==> config.mk <==
export PLATFORM = sky130hd
export DESIGN_NAME = dmem_lsu_bridge_flat
export DESIGN_NICKNAME = d
export VERILOG_FILES = /design/src/rtl/dmem_lsu_bridge_if.sv /design/src/rtl/dmem_lsu_bridge.sv /design/src/flat_wrapper.sv
export SDC_FILE = /design/constraint.sdc
export NUM_CORES = 1
export LEC_CHECK = 0
export CELL_PAD_IN_SITES_DETAIL_PLACEMENT = 0
export CELL_PAD_IN_SITES_GLOBAL_PLACEMENT = 1
export CORE_UTILIZATION = 30
export DETAILED_ROUTE_END_ITERATION = 8
export PLACE_DENSITY_LB_ADDON = 0.1
export SLEW_MARGIN = 25
export SYNTH_ARGS = -nofsm -noshare
export SYNTH_HDL_FRONTEND = slang
export SYNTH_SLANG_ARGS = --single-unit
==> constraint.sdc <==
create_clock -name clk -period 2.6 [get_ports clk]
set_input_delay 0.52 -clock clk [delete_from_list [all_inputs] [get_ports clk]]
set_output_delay 0.52 -clock clk [all_outputs]
set_load 0.03 [all_outputs]
==> src/rtl/dmem_lsu_bridge_if.sv <==
// rtl/dmem_lsu_bridge_if.sv - CPU load/store and SRAM port bundle for dmem_lsu_bridge
// slave is the bridge view; master is the CPU/SRAM side.
interface dmem_lsu_bridge_if;
  logic        req_valid;
  logic        req_ready;
  logic [31:0] req_addr;
  logic        req_we;
  logic [1:0]  req_size;
  logic        req_unsigned;
  logic [31:0] req_wdata;
  logic        rsp_valid;
  logic        rsp_ready;
  logic [31:0] rsp_rdata;
  logic        rsp_err;
  logic        mem_we;
  logic [13:0] mem_addr;
  logic [31:0] mem_wdata;
  logic [3:0]  mem_wstrb;
  logic [31:0] mem_rdata;
  logic [7:0]  err_count;

  modport slave (
    input  req_valid, req_addr, req_we, req_size, req_unsigned, req_wdata,
    input  rsp_ready, mem_rdata,
    output req_ready, rsp_valid, rsp_rdata, rsp_err,
    output mem_we, mem_addr, mem_wdata, mem_wstrb, err_count
  );

  modport master (
    output req_valid, req_addr, req_we, req_size, req_unsigned, req_wdata,
    output rsp_ready, mem_rdata,
    input  req_ready, rsp_valid, rsp_rdata, rsp_err,
    input  mem_we, mem_addr, mem_wdata, mem_wstrb, err_count
  );
endinterface

==> src/rtl/dmem_lsu_bridge.sv <==
// rtl/dmem_lsu_bridge.sv - single-outstanding CPU load/store to SRAM bridge with lane steering
// Define DMEM_BOUNDS_CHECK_EN to flag addresses outside the 0x1000_xxxx window as errors.
module dmem_lsu_bridge (
  input  logic               clk,
  input  logic               rst,
  dmem_lsu_bridge_if.slave   bus
);

  typedef enum logic [1:0] {IDLE, ACCESS, RESP} state_t;

  state_t      state_q, state_d;
  logic [31:0] addr_q, addr_d;
  logic        we_q, we_d;
  logic [1:0]  size_q, size_d;
  logic        uns_q, uns_d;
  logic [31:0] wdata_q, wdata_d;
  logic [31:0] rdata_q, rdata_d;
  logic        err_q, err_d;
  logic [7:0]  err_cnt_q, err_cnt_d;

  logic        illegal;
  logic        accept;
  logic [7:0]  lane_b;
  logic [15:0] lane_h;
  logic [31:0] load_ext;
  logic [3:0]  strb;
  logic [31:0] wdata_rep;
  logic        unused_addr_hi;

  assign accept         = (state_q == IDLE) && bus.req_valid;
  assign unused_addr_hi = ^addr_q[31:16];

  always_comb begin
    illegal = 1'b0;
    case (bus.req_size)
      2'd0:    illegal = 1'b0;
      2'd1:    illegal = bus.req_addr[0];
      2'd2:    illegal = |bus.req_addr[1:0];
      default: illegal = 1'b1;
    endcase
`ifdef DMEM_BOUNDS_CHECK_EN
    if (bus.req_addr[31:16] != 16'h1000) begin
      illegal = 1'b1;
    end
`endif
  end

  // Load lane steering and extension from the combinational SRAM read.
  always_comb begin
    lane_b = bus.mem_rdata[7:0];
    case (addr_q[1:0])
      2'd0:    lane_b = bus.mem_rdata[7:0];
      2'd1:    lane_b = bus.mem_rdata[15:8];
      2'd2:    lane_b = bus.mem_rdata[23:16];
      default: lane_b = bus.mem_rdata[31:24];
    endcase
    lane_h = addr_q[1] ? bus.mem_rdata[31:16] : bus.mem_rdata[15:0];
    case (size_q)
      2'd0:    load_ext = {{24{~uns_q & lane_b[7]}}, lane_b};
      2'd1:    load_ext = {{16{~uns_q & lane_h[15]}}, lane_h};
      default: load_ext = bus.mem_rdata;
    endcase
  end

  always_comb begin
    case (size_q)
      2'd0: begin
        strb      = 4'b0001 << addr_q[1:0];
        wdata_rep = {4{wdata_q[7:0]}};
      end
      2'd1: begin
        strb      = 4'b0011 << addr_q[1:0];
        wdata_rep = {2{wdata_q[15:0]}};
      end
      default: begin
        strb      = 4'b1111;
        wdata_rep = wdata_q;
      end
    endcase
  end

  always_ff @(posedge clk) begin
    if (rst) begin
      state_q   <= IDLE;
      addr_q    <= 32'd0;
      we_q      <= 1'b0;
      size_q    <= 2'd0;
      uns_q     <= 1'b0;
      wdata_q   <= 32'd0;
      rdata_q   <= 32'd0;
      err_q     <= 1'b0;
      err_cnt_q <= 8'd0;
    end else begin
      state_q   <= state_d;
      addr_q    <= addr_d;
      we_q      <= we_d;
      size_q    <= size_d;
      uns_q     <= uns_d;
      wdata_q   <= wdata_d;
      rdata_q   <= rdata_d;
      err_q     <= err_d;
      err_cnt_q <= err_cnt_d;
    end
  end

  always_comb begin
    state_d = state_q;
    case (state_q)
      IDLE:    if (bus.req_valid) state_d = illegal ? RESP : ACCESS;
      ACCESS:  state_d = RESP;
      RESP:    if (bus.rsp_ready) state_d = IDLE;
      default: state_d = IDLE;
    endcase
  end

  // Request capture; response registers then hold until the next accept.
  always_comb begin
    addr_d    = addr_q;
    we_d      = we_q;
    size_d    = size_q;
    uns_d     = uns_q;
    wdata_d   = wdata_q;
    rdata_d   = rdata_q;
    err_d     = err_q;
    err_cnt_d = err_cnt_q;
    if (accept) begin
      addr_d  = bus.req_addr;
      we_d    = bus.req_we;
      size_d  = bus.req_size;
      uns_d   = bus.req_unsigned;
      wdata_d = bus.req_wdata;
      rdata_d = 32'd0;
      err_d   = illegal;
      if (illegal && (err_cnt_q != 8'hFF)) begin
        err_cnt_d = err_cnt_q + 8'd1;
      end
    end else if (state_q == ACCESS) begin
      rdata_d = we_q ? 32'd0 : load_ext;
    end
  end

  always_comb begin
    bus.req_ready = (state_q == IDLE);
    bus.rsp_valid = (state_q == RESP);
    bus.mem_we    = (state_q == ACCESS) && we_q && !rst;
    bus.mem_wstrb = ((state_q == ACCESS) && we_q) ? strb : 4'b0000;
    bus.mem_addr  = addr_q[15:2];
    bus.mem_wdata = wdata_rep;
    bus.rsp_rdata = rdata_q;
    bus.rsp_err   = err_q;
    bus.err_count = err_cnt_q;
  end

endmodule

==> src/flat_wrapper.sv <==
// flat-port wrapper written by rule: the top's interface ports become plain ports
module dmem_lsu_bridge_flat 
  (clk, rst, bus_req_valid, bus_req_addr, bus_req_we, bus_req_size, bus_req_unsigned, bus_req_wdata, bus_rsp_ready, bus_mem_rdata, bus_req_ready, bus_rsp_valid, bus_rsp_rdata, bus_rsp_err, bus_mem_we, bus_mem_addr, bus_mem_wdata, bus_mem_wstrb, bus_err_count);
  dmem_lsu_bridge_if bus_i ();
  input  logic clk;
  input  logic rst;
  input wire logic [$bits(bus_i.req_valid)-1:0] bus_req_valid;
  input wire logic [$bits(bus_i.req_addr)-1:0] bus_req_addr;
  input wire logic [$bits(bus_i.req_we)-1:0] bus_req_we;
  input wire logic [$bits(bus_i.req_size)-1:0] bus_req_size;
  input wire logic [$bits(bus_i.req_unsigned)-1:0] bus_req_unsigned;
  input wire logic [$bits(bus_i.req_wdata)-1:0] bus_req_wdata;
  input wire logic [$bits(bus_i.rsp_ready)-1:0] bus_rsp_ready;
  input wire logic [$bits(bus_i.mem_rdata)-1:0] bus_mem_rdata;
  output wire logic [$bits(bus_i.req_ready)-1:0] bus_req_ready;
  output wire logic [$bits(bus_i.rsp_valid)-1:0] bus_rsp_valid;
  output wire logic [$bits(bus_i.rsp_rdata)-1:0] bus_rsp_rdata;
  output wire logic [$bits(bus_i.rsp_err)-1:0] bus_rsp_err;
  output wire logic [$bits(bus_i.mem_we)-1:0] bus_mem_we;
  output wire logic [$bits(bus_i.mem_addr)-1:0] bus_mem_addr;
  output wire logic [$bits(bus_i.mem_wdata)-1:0] bus_mem_wdata;
  output wire logic [$bits(bus_i.mem_wstrb)-1:0] bus_mem_wstrb;
  output wire logic [$bits(bus_i.err_count)-1:0] bus_err_count;
  assign bus_i.req_valid = bus_req_valid;
  assign bus_i.req_addr = bus_req_addr;
  assign bus_i.req_we = bus_req_we;
  assign bus_i.req_size = bus_req_size;
  assign bus_i.req_unsigned = bus_req_unsigned;
  assign bus_i.req_wdata = bus_req_wdata;
  assign bus_i.rsp_ready = bus_rsp_ready;
  assign bus_i.mem_rdata = bus_mem_rdata;
  assign bus_req_ready = bus_i.req_ready;
  assign bus_rsp_valid = bus_i.rsp_valid;
  assign bus_rsp_rdata = bus_i.rsp_rdata;
  assign bus_rsp_err = bus_i.rsp_err;
  assign bus_mem_we = bus_i.mem_we;
  assign bus_mem_addr = bus_i.mem_addr;
  assign bus_mem_wdata = bus_i.mem_wdata;
  assign bus_mem_wstrb = bus_i.mem_wstrb;
  assign bus_err_count = bus_i.err_count;
  dmem_lsu_bridge u_core (.clk(clk), .rst(rst), .bus(bus_i));
endmodule
==> results of run 1 <==
-- cells by family (layout without fill, tap and decap cells) --
family / count (synthesis) / in the layout / synth area share
flops: 95 / 95 / 0.4111
fa+ha+maj: 1 / 1 / 0.002704
mux: 34 / 34 / 0.08007
compound gates: 174 / 174 / 0.2234
simple gates: 215 / 215 / 0.2037
buf+inv: 73 / 219 / 0.07898
-- cells in the mapped netlist, types with 3 or more instances --
master / number / share of area
nand2_1: 149 / 0.12
buf_1: 4 / 0.0032
a21oi_1: 89 / 0.096
nor2b_1: 4 / 0.0054
a32o_1: 14 / 0.030
nor2_1: 20 / 0.016
buf_4: 22 / 0.036
nor3_1: 5 / 0.0054
nand3_1: 5 / 0.0054
mux2i_1: 10 / 0.022
o21ai_0: 41 / 0.044
clkbuf_1: 39 / 0.032
a32oi_1: 6 / 0.011
inv_1: 6 / 0.0049
nand2b_1: 10 / 0.014
and3_1: 7 / 0.0095
dfxtp_1: 95 / 0.41
or4_1: 3 / 0.0049
o31ai_1: 9 / 0.015
mux2_2: 24 / 0.058
-- layer usage --
layer | global-route usage | vias to the layer above | part of all wire
met5 | 0 | - | 0
met2 | 0.3269 | 150 | 0.47
met4 | 0.07087 | 0 | 0.020
met3 | 0.06287 | 19 | 0.070
li1 | - | 2326 | -
met1 | 0.2362 | 2108 | 0.44
-- power by group --
| group | internal, mW | switching (mW) | leakage, nW |
|---|---|---|---|
| clock | 0.772 | 0.580 | 0.140 |
| sequential | 1.53 | 0.0675 | 0.775 |
| combinational | 0.399 | 0.488 | 1.56 |
| total | 2.70 | 1.14 | 2.47 |
-- worst register-to-register path, delay by kind of cell, from the launching register on --
family        cells  cell delay [ps]
buf+inv           1              330
flops             1              370
simple gates      4             1300
-- final timing paths --
| kind | start | endpoint | slack, ps | cells after the start |
|---|---|---|---|---|
| worst max register to register | u_core.state_q[0] | u_core.bus.err_count[7] | 490 | 5 |
| worst max-delay path | u_core.size_q[1] | bus_mem_wstrb[0] | 180 | 4 |
| worst min register to register | u_core.bus.rsp_rdata[19] | u_core.bus.rsp_rdata[19] | 460 | 2 |
| worst min-delay path | u_core.bus.rsp_rdata[19] | u_core.bus.rsp_rdata[19] | 460 | 2 |
-- repair_timing --
| action | in CTS | in global routing |
|---|---|---|
| buffers inserted | 0 | 0 |
| setup endpoints to repair | 10 | 2 |
| gates resized for setup | 3 | 2 |
| hold endpoints to repair | 0 | 0 |
-- layout by cell type (no fill, tap or decap), types with 2 or more instances in the layout --
| master | count |
|---|---|
| a32oi_1 | 6 |
| clkbuf_16 | 9 |
| inv_1 | 6 |
| mux2i_1 | 10 |
| or3_1 | 2 |
| nor2b_1 | 4 |
| o21ai_0 | 41 |
| o22a_1 | 2 |
| nor4_1 | 2 |
| and3_1 | 7 |
| dfxtp_1 | 94 |
| clkbuf_1 | 3 |
| o31ai_1 | 9 |
| nand2_1 | 149 |
| nor2_2 | 3 |
| nand2b_1 | 10 |
| nor2_1 | 17 |
| clkdlybuf4s50_1 | 160 |
| a32o_1 | 14 |
| buf_4 | 29 |
| mux2_2 | 24 |
| a21oi_1 | 89 |
| buf_12 | 6 |
| nand3_1 | 5 |
| a211oi_1 | 2 |
| nor3_1 | 4 |
| or4_1 | 3 |
-- state kept, by name (all words and copies together), names as in the netlist --
name / count
u_core.addr_q: 16
u_core.bus.err_count: 8
u_core.bus.rsp_err: 1
u_core.bus.rsp_rdata: 32
u_core.size_q: 2
u_core.state_q: 2
u_core.uns_q: 1
u_core.wdata_q: 32
u_core.we_q: 1
-- layout make-up --
| cell class | count | area, sq um | share of cell area |
|---|---|---|---|
| clock inverter | 3 | 42.54 | 0.006267 |
| tap | 188 | 235.2 | 0.03465 |
| timing repair buffer | 197 | 1959 | 0.2887 |
| inverter | 6 | 22.52 | 0.003318 |
| multi-input combinational | 424 | 2372 | 0.3495 |
| clock buffer | 13 | 250.2 | 0.03687 |
| sequential | 95 | 1906 | 0.2807 |
==> qor.csv, run 1 <==
stage,metric,value,unit
setup_path,cp_cell_sequence,buf_8 > inv_1 > a21oi_1 > buf_12,
clock_network,cts_root_buffer,clkbuf_16,
global_route,overflow,0,
clock_network,cts_buffers,9,
power_and_ir_drop,total_power,3.836,mW
setup_path,cp-start-kind,flop,
die,rows,45,
placement,port_buffers,181,
route,initialDrtViolationCount,264,
placement,place_ws,-162.2,ps
setup_path,required,2080,ps
sta,slew_viol_final,0,
synthesis,yosysWarningCount,0,
route,num_vias,4603,
final_layout,fin_area,0.006788,sq mm
final_layout,fillCellCount,1528,
sta,hold_ws,455.1,ps
final_layout,fin_cells,926,
die,die_x,126.2,um
sta,setup_viol,0,
setup_path,critical_path_class,reg2out,
sta,hold_viol,0,
clock_network,clockBufferDepth,2,
setup_path,crit_buf_inv,3,
final_layout,drive_gt1_frac,0.1138,
final_layout,synthToLayoutAreaGrowth,46.74,%
route,avgRoutedWirePerCell,16.42,um
final_layout,nets,838,
route,viasPerCell,4.971,
outcome,status,"complete, no violations",
synthesis,ys_ff_latch,95,
placement,place_inst,910,
setup_path,path_delay_family,buffers and inverters,
sta,fin_ws,184.7,ps
synthesis,synth_seq_area_share,0.4111,
sta,post-route-period-util,0.9290,
route,antenna_left,0,
global_route,grt_antenna_before_repair,0,
sta,post-route-min-period,2415,ps
power_and_ir_drop,p_leak,2.473,nW
sta,fin_skew,3.641,ps
die,core_area,0.01515,sq mm
clock_network,path_clk_slew,70,ps
sta,fin_setup_tns,0,ps
final_layout,diodes,0,
synthesis,synth_edf_count,0,
placement,hpwl,10600,um
placement,gp_congestion,0.8491,
synthesis,yosys.cell_types.count,46,
global_route,grt_pass1_vias,4617,
power_and_ir_drop,irDropWorstVdd,0.4647,mV
global_route,grt_pass1_wl,24370,um
sta,rsz0062_at_grt,no,
sta,max_freq,414.0,MHz
power_and_ir_drop,p_per_area,565.1,mW/mm^2
setup_path,max_stage_delay,520,ps
clock_network,htree_num_levels,3,
sta,slew-limit-headroom,0.4865,
setup_path,crit_arrival,1900,ps
route,drc,0,
hold_path,min_path_type,reg2reg,
setup_path,critPathCaptureType,output port,
route,dr.pass1.iters,4,
sta,worst_slew_pin_slew,767.4,ps
synthesis,syn_inst,592,
synthesis,synth.avg_cell_area,7.814,sq um
setup_path,cpMaxStageDelayCell,dfxtp_4,
synthesis,synthArstFlopShare,0,
synthesis,dominantRegCellSynth,dfxtp_1,
clock_network,clk_latency,350,ps
synthesis,synth_nets,697,
die,ioPinCount,198,
global_route,grtUsageTotal,0.1962,
clock_network,holdBufCountCts,0,
setup_path,crit_path_max_fanout,51,
final_layout,fin_util,0.4482,
placement,dpl_cell_area,0.006480,sq mm
clock_network,cts_sinks,95,
clock_network,cts_tree,built,
route,drt-total-wl,15210,um
die,die_height,126.2,um
die,start_util,0.3054,
die,dieArea,0.01592,sq mm
synthesis,synthesis.area,0.004626,sq mm
flow_run,maxCapViolCount,0,
global_route,grt_start_max_net_pins,56,
Power figures use the tool's default switching activity.
==> run 2: changes to the inputs <==
==> constraint.sdc (replaced) <==
create_clock -name clk -period 2.6 [get_ports clk]
set_input_delay 0.65 -clock clk [delete_from_list [all_inputs] [get_ports clk]]
set_output_delay 0.65 -clock clk [all_outputs]
set_load 0.03 [all_outputs]
==> run 2 against run 1 <==
Sequential share of layout area about the same. Wire length up 0.20%. Maximum frequency down 3.4%. Critical path depth shrank 2. Cell count decreased by 0.32%. Combinational power hardly changed. Worst setup slack got worse by 86 ps. Critical path type unchanged. Largest power group unchanged.
==> qor.csv, run 2 (same netlist as run 1, synthesis figures left out) <==
stage,metric,value,unit,change
clock_network,clockBufferDepth,2,,unchanged
die,die_height,126.2,um,unchanged
die,core_area,0.01515,sq mm,unchanged
route,initialDrtViolationCount,251,,-4.9%
placement,hpwl,10450,um,-1.4%
power_and_ir_drop,p_comb_frac,0.231,,about the same
die,ioPinCount,198,,unchanged
global_route,overflow,0,,unchanged
final_layout,fillCellCount,1526,,-0.13%
placement,gp_congestion,0.8768,,+3.3%
clock_network,htree_num_levels,3,,unchanged
setup_path,max_stage_delay,590,ps,+70 ps
placement,dpl_cell_area,0.006457,sq mm,-0.35%
sta,slew-limit-headroom,0.4831,,-0.003461
power_and_ir_drop,p_switching,1.169,mW,+3.0%
setup_path,cp_cell_sequence,mux2_2 > clkdlybuf4s50_1,,
setup_path,crit_buf_inv,1,,-2
sta,post-route-min-period,2501,ps,+86.12 ps
placement,port_buffers,181,,unchanged
setup_path,critPathCaptureType,output port,,
global_route,grt_pass1_vias,4581,,-0.78%
setup_path,crit_arrival,1850,ps,-50 ps
final_layout,multiInputGateArea,0.002379,sq mm,+0.26%
power_and_ir_drop,cellInternalPower,2.678,mW,-0.82%
final_layout,final_cell_mix,"clkdlybuf4s50_1, nand2_1, dfxtp_1",,
setup_path,critical_path_class,reg2out,,
final_layout,fin_area,0.006783,sq mm,about the same
route,drc,0,,unchanged
sta,max_freq,399.8,MHz,-3.4%
clock_network,clk_latency,350,ps,about the same
setup_path,crit_path_max_fanout,21,,-59%
outcome,status,"complete, no violations",,
global_route,grt_antenna_before_repair,0,,unchanged
route,viasPerCell,5.041,,+1.4%
final_layout,synthToLayoutAreaGrowth,46.63,%,about the same
clock_network,cts_sinks,95,,unchanged
clock_network,cts_buffers,9,,unchanged
power_and_ir_drop,p_seq_frac,0.414,,-0.002
final_layout,fin_util,0.4478,,about the same
final_layout,diodes,0,,unchanged
sta,fin_setup_tns,0,ps,unchanged
global_route,grt_pass1_wl,23980,um,-1.6%
power_and_ir_drop,irDropWorstVdd,0.2900,mV,-38%
clock_network,cts_root_buffer,clkbuf_16,,
setup_path,required,1950,ps,-130 ps
route,drt-total-wl,15240,um,+0.20%
power_and_ir_drop,pwr-share-clk,0.355,,+0.002
sta,fin_skew,7.522,ps,+3.881 ps
final_layout,drive_gt1_frac,0.1143,,+0.0004646
sta,rsz0062_at_grt,no,,
clock_network,path_clk_slew,70,ps,about the same
setup_path,cpMaxStageDelayCell,clkdlybuf4s50_1,,
sta,worst_slew_pin_slew,775.4,ps,+8.027 ps
global_route,grtUsageTotal,0.1917,,-0.004538
flow_run,maxCapViolCount,0,,unchanged
die,dieArea,0.01592,sq mm,unchanged
setup_path,cp-start-kind,flop,,
power_and_ir_drop,p_sw_frac,0.3039,,+0.007864
route,dr.pass1.iters,4,,unchanged
final_layout,nets,835,,-0.36%
die,start_util,0.3054,,unchanged
clock_network,holdBufCountCts,0,,unchanged
clock_network,cts_tree,built,,
die,die_x,126.2,um,unchanged
sta,setup_viol,0,,unchanged
route,avgRoutedWirePerCell,16.51,um,+0.52%
route,antenna_left,0,,unchanged
die,rows,45,,unchanged
sta,slew_viol_final,0,,unchanged
final_layout,regArea,0.001906,sq mm,unchanged
power_and_ir_drop,p_per_area,567.2,mW/mm^2,+0.37%
power_and_ir_drop,p_leak,2.478,nW,+0.21%
hold_path,min_path_type,reg2reg,,
sta,hold_viol,0,,unchanged
final_layout,final_common_cell,clkdlybuf4s50_1,,
setup_path,path_delay_family,buffers and inverters,,
sta,post-route-period-util,0.9621,,+0.03312
global_route,grt_start_max_net_pins,69,,+23%
route,num_vias,4653,,+1.1%
-- run 2: changes by cell type in the layout (fill, tap and decap cells not counted), sizes merged --
cell and delta:
clkinvlp +1, buf -3, dlymetal6s2s +1, clkdlybuf4s50 -1, clkbuf -3, inv +2
-- run 2: layer usage --
metal / global-route usage / vias up / routed length, um
li1: - / 2314 / -
met1: 0.2336 / 2164 / 6721
met2: 0.3188 / 151 / 7071
met3: 0.04800 / 24 / 1070
met4: 0.08505 / 0 / 375
met5: 0 / - / 0
-- run 2: path summary, 6_finish.rpt --
kind / cells after the start / slack [ps] / end / start
worst max-delay path: 2 / 100 / bus_mem_wdata[17] / u_core.size_q[1]
worst min-delay path: 2 / 450 / u_core.wdata_q[19] / u_core.wdata_q[19]
worst max register to register: 4 / 530 / u_core.bus.err_count[4] / u_core.state_q[0]
worst min register to register: 2 / 450 / u_core.wdata_q[19] / u_core.wdata_q[19]
-- run 2: cell type report --
cell class | instances | share of cell area
well taps | 188 | 0.03468
clock inverters | 6 | 0.009961
multi-input cells | 424 | 0.3507
clock buffers | 10 | 0.03376
inverters | 6 | 0.003320
repair buffers | 194 | 0.2867
flip-flops and latches | 95 | 0.2809
-- run 2: per-stage QoR --
step	setup slack [ps]	std cells	total power [mW]	hold WS, ps
after floorplan	40.05	592	2.140	432.9
after global placement	-276.5	907	2.509	437.7
after detailed placement	-264.5	907	2.517	442.6
after CTS	15.41	923	3.893	456.1
after global routing	41.05	923	4.043	476.0
final	98.56	923	3.847	454.6
-- run 2: worst register-to-register path: cells and delay by family (launching register included) --
kind | cells | cell delay [ps]
AO/OA/AOI/OAI | 1 | 160
AND/OR/NAND/NOR | 3 | 1460
flip-flops | 1 | 370
-- run 2: repair_timing --
action,CTS,global route
resized for setup,4,3
endpoints found under the setup margin,20,4
cloned,0,0
buffers inserted,0,0
-- run 2: power by group through the flow --
stage | clock network (mW) | registers (mW) | logic [mW]
final | 1.36 | 1.59 | 0.890
after detailed placement | 0 | 1.63 | 0.892
after floorplan | 0 | 1.63 | 0.508
after CTS | 1.40 | 1.59 | 0.897
after global routing | 1.48 | 1.61 | 0.961
after global placement | 0 | 1.62 | 0.886
==> run 3: changes to the inputs <==
- GPL_TIMING_DRIVEN: unset -> 0
==> run 3 against run 2 <==
Combinational power grew 7.5%. Sequential power hardly changed. Wire length up 9.1%. Power rose by 4.8%. Non-clock buffer count is 54 higher. Critical path depth up 4. Maximum frequency shrank 0.71%. Clock skew up 0.55 ps. Sequential cell count is the same. Worst setup slack got worse by 18 ps. First-iteration DRC count down 2.0%. Critical endpoint is now u_core.bus.err_count[5]. Largest cell class unchanged. Largest power group unchanged.
==> qor.csv, run 3 (same netlist as run 1, synthesis figures left out) <==
stage,metric,value,unit,change
outcome,status,"complete, no violations",,
route,initialDrtViolationCount,246,,-2.0%
placement,hpwl,12540,um,+20%
setup_path,rr_worst_depth,6,,+2
clock_network,cts_root_buffer,clkbuf_16,,
flow_run,maxCapViolCount,0,,unchanged
power_and_ir_drop,p_per_area,573.6,mW/mm^2,+1.1%
power_and_ir_drop,p_leak,2.673,nW,+7.9%
route,antenna_left,0,,unchanged
clock_network,holdBufCountCts,0,,unchanged
sta,rsz0062_at_grt,no,,
global_route,grtUsageMet3,0.06967,,+0.02167
global_route,grt_start_max_net_pins,20,,-71%
global_route,grt_antenna_before_repair,0,,unchanged
die,ioPinCount,198,,unchanged
clock_network,path_clk_slew,70,ps,about the same
die,die_height,126.2,um,unchanged
global_route,top_usage_layer,met2,,
placement,dpl_cell_area,0.006673,sq mm,+3.3%
final_layout,final_cell_mix,"clkdlybuf4s50_1, nand2_1, dfxtp_1",,
setup_path,crit_path_max_fanout,10,,-52%
route,viasPerCell,4.969,,-1.4%
die,start_util,0.3054,,unchanged
route,dr.pass1.iters,4,,unchanged
route,drc,0,,unchanged
sta,post-route-min-period,2519,ps,+17.84 ps
placement,gp_congestion,0.8196,,-6.5%
hold_path,min_path_type,reg2reg,,
global_route,overflow,0,,unchanged
sta,hold_viol,0,,unchanged
route,num_vias,4855,,+4.3%
setup_path,cp-start-kind,primary input,,
final_layout,nets,889,,+6.5%
die,rows,45,,unchanged
sta,setup_viol,0,,unchanged
clock_network,cts_buffers,9,,unchanged
sta,worst_slew_pin_slew,597.4,ps,-178.0 ps
setup_path,critPathCaptureType,flop,,
final_layout,fillCellCount,1538,,+0.79%
global_route,grtUsageMet2,0.3526,,+0.03380
route,drt-total-wl,16620,um,+9.1%
final_layout,fin_area,0.007028,sq mm,+3.6%
final_layout,synthToLayoutAreaGrowth,51.93,%,
die,core_area,0.01515,sq mm,unchanged
clock_network,cts_tree,built,,
die,dieArea,0.01592,sq mm,unchanged
global_route,use_met1,0.2592,,+0.02567
sta,fin_ws,80.71,ps,-17.84 ps
sta,fin_skew,8.076,ps,+0.5536 ps
clock_network,cts_sinks,95,,unchanged
setup_path,required,2840,ps,+890 ps
sta,slew_viol_final,0,,unchanged
setup_path,critPathLaunch,bus_req_valid,,
setup_path,crit_arrival,2760,ps,+910 ps
final_layout,diodes,0,,unchanged
clock_network,htree_num_levels,3,,unchanged
final_layout,final_common_cell,clkdlybuf4s50_1,,
setup_path,worstReg2RegStart,u_core.addr_q[1],,
placement,port_buffers,181,,unchanged
route,avgRoutedWirePerCell,17.01,um,+3.0%
sta,post-route-period-util,0.9690,,+0.006863
final_layout,drive_gt1_frac,0.1153,,+0.001050
setup_path,rr_endpoint,u_core.bus.rsp_rdata[28],,
setup_path,critical_path_class,in2reg,,
sta,hold_ws,453.7,ps,-0.9170 ps
die,die_x,126.2,um,unchanged
clock_network,clk_latency,350,ps,about the same
global_route,grt_pass1_vias,4858,,+6.0%
global_route,grt_pass1_wl,26110,um,+8.9%
setup_path,crit_end,u_core.bus.err_count[5],,
clock_network,clockBufferDepth,2,,unchanged
sta,slew-limit-headroom,0.5987,,+0.1156
global_route,grtUsageTotal,0.2127,,+0.02105
setup_path,ff2ff_setup_slack,520,ps,about the same
power_and_ir_drop,irDropWorstVdd,0.3977,mV,+37%
sta,max_freq,396.9,MHz,-0.71%
placement,place_ws,-990.0,ps,-725.6 ps
==> run 3: cell types whose count changed in the layout (fill, tap and decap cells not counted), moves of 3 or more <==
cell | previous run | this run
buf_6 | 0 | 4
nor2_2 | 3 | 0
clkdlybuf4s15_2 | 0 | 4
clkdlybuf4s50_1 | 159 | 151
buf_12 | 7 | 1
clkbuf_1 | 1 | 33
clkbuf_8 | 0 | 3
buf_2 | 1 | 8
dlygate4sd2_1 | 0 | 18
==> run 3: per-stage QoR <==
| step | utilization | TNS, ps | instances | power, mW |
|---|---|---|---|---|
| 4_1_cts | 0.4668 | 0 | 977 | 4.080 |
| 3_3_place_gp | 0.4406 | -15570 | 961 | 2.574 |
| 6_report | 0.4640 | 0 | 977 | 4.031 |
| 3_5_place_dp | 0.4406 | -15390 | 961 | 2.581 |
| 2_1_floorplan | - | 0 | 592 | 2.140 |
| 5_1_grt | 0.4640 | 0 | 977 | 4.226 |
==> run 3: power breakdown <==
group          total, mW  switching (mW)  internal, mW
clock               1.49           0.589         0.900
combinational      0.957           0.537         0.420
sequential          1.58          0.0556          1.53
total               4.03            1.18          2.85
==> run 3: worst max-delay path: stages <==
cell             delay [ps]
clkdlybuf4s50_1         520
or3b_1                  390
or3_4                   430
buf_6                   160
nor4_4                  260
mux2_2                  350
==> run 3: final cells by class <==
class                           count  area (sq um)  area share
Multi-Input combinational cell    424          2366      0.3367
Sequential cell                    95          1903      0.2708
Timing Repair Buffer              182          1774      0.2524
Buffer                             66         394.1     0.05608
Clock buffer                       12         256.5     0.03650
Tap cell                          188         235.2     0.03347
Clock inverter                      4         76.32     0.01086
Inverter                            6         22.52    0.003205
==> run 3: routing by layer <==
layer	up-vias	wire, um
li1	2419	-
met1	2257	7295
met2	160	7807
met3	19	1187
met4	0	329
met5	-	0
==> run 3: worst min path at each step <==
stage | startpoint | to | slack, ps | depth (start not counted)
after floorplan | u_core.wdata_q[16] | u_core.wdata_q[16] | 430 | 2
after global placement | u_core.bus.rsp_rdata[30] | u_core.bus.rsp_rdata[30] | 440 | 2
after detailed placement | u_core.bus.rsp_rdata[22] | u_core.bus.rsp_rdata[22] | 440 | 2
after CTS | u_core.wdata_q[21] | u_core.wdata_q[21] | 460 | 2
after global routing | u_core.wdata_q[21] | u_core.wdata_q[21] | 480 | 2
final | u_core.wdata_q[17] | u_core.wdata_q[17] | 450 | 2
==> run 3: timing repair <==
item                                    in CTS  in global routing
pin swaps                                    1                  0
gates resized for setup                     87                 20
setup buffers                                1                  0
endpoints found under the setup margin      29                 19
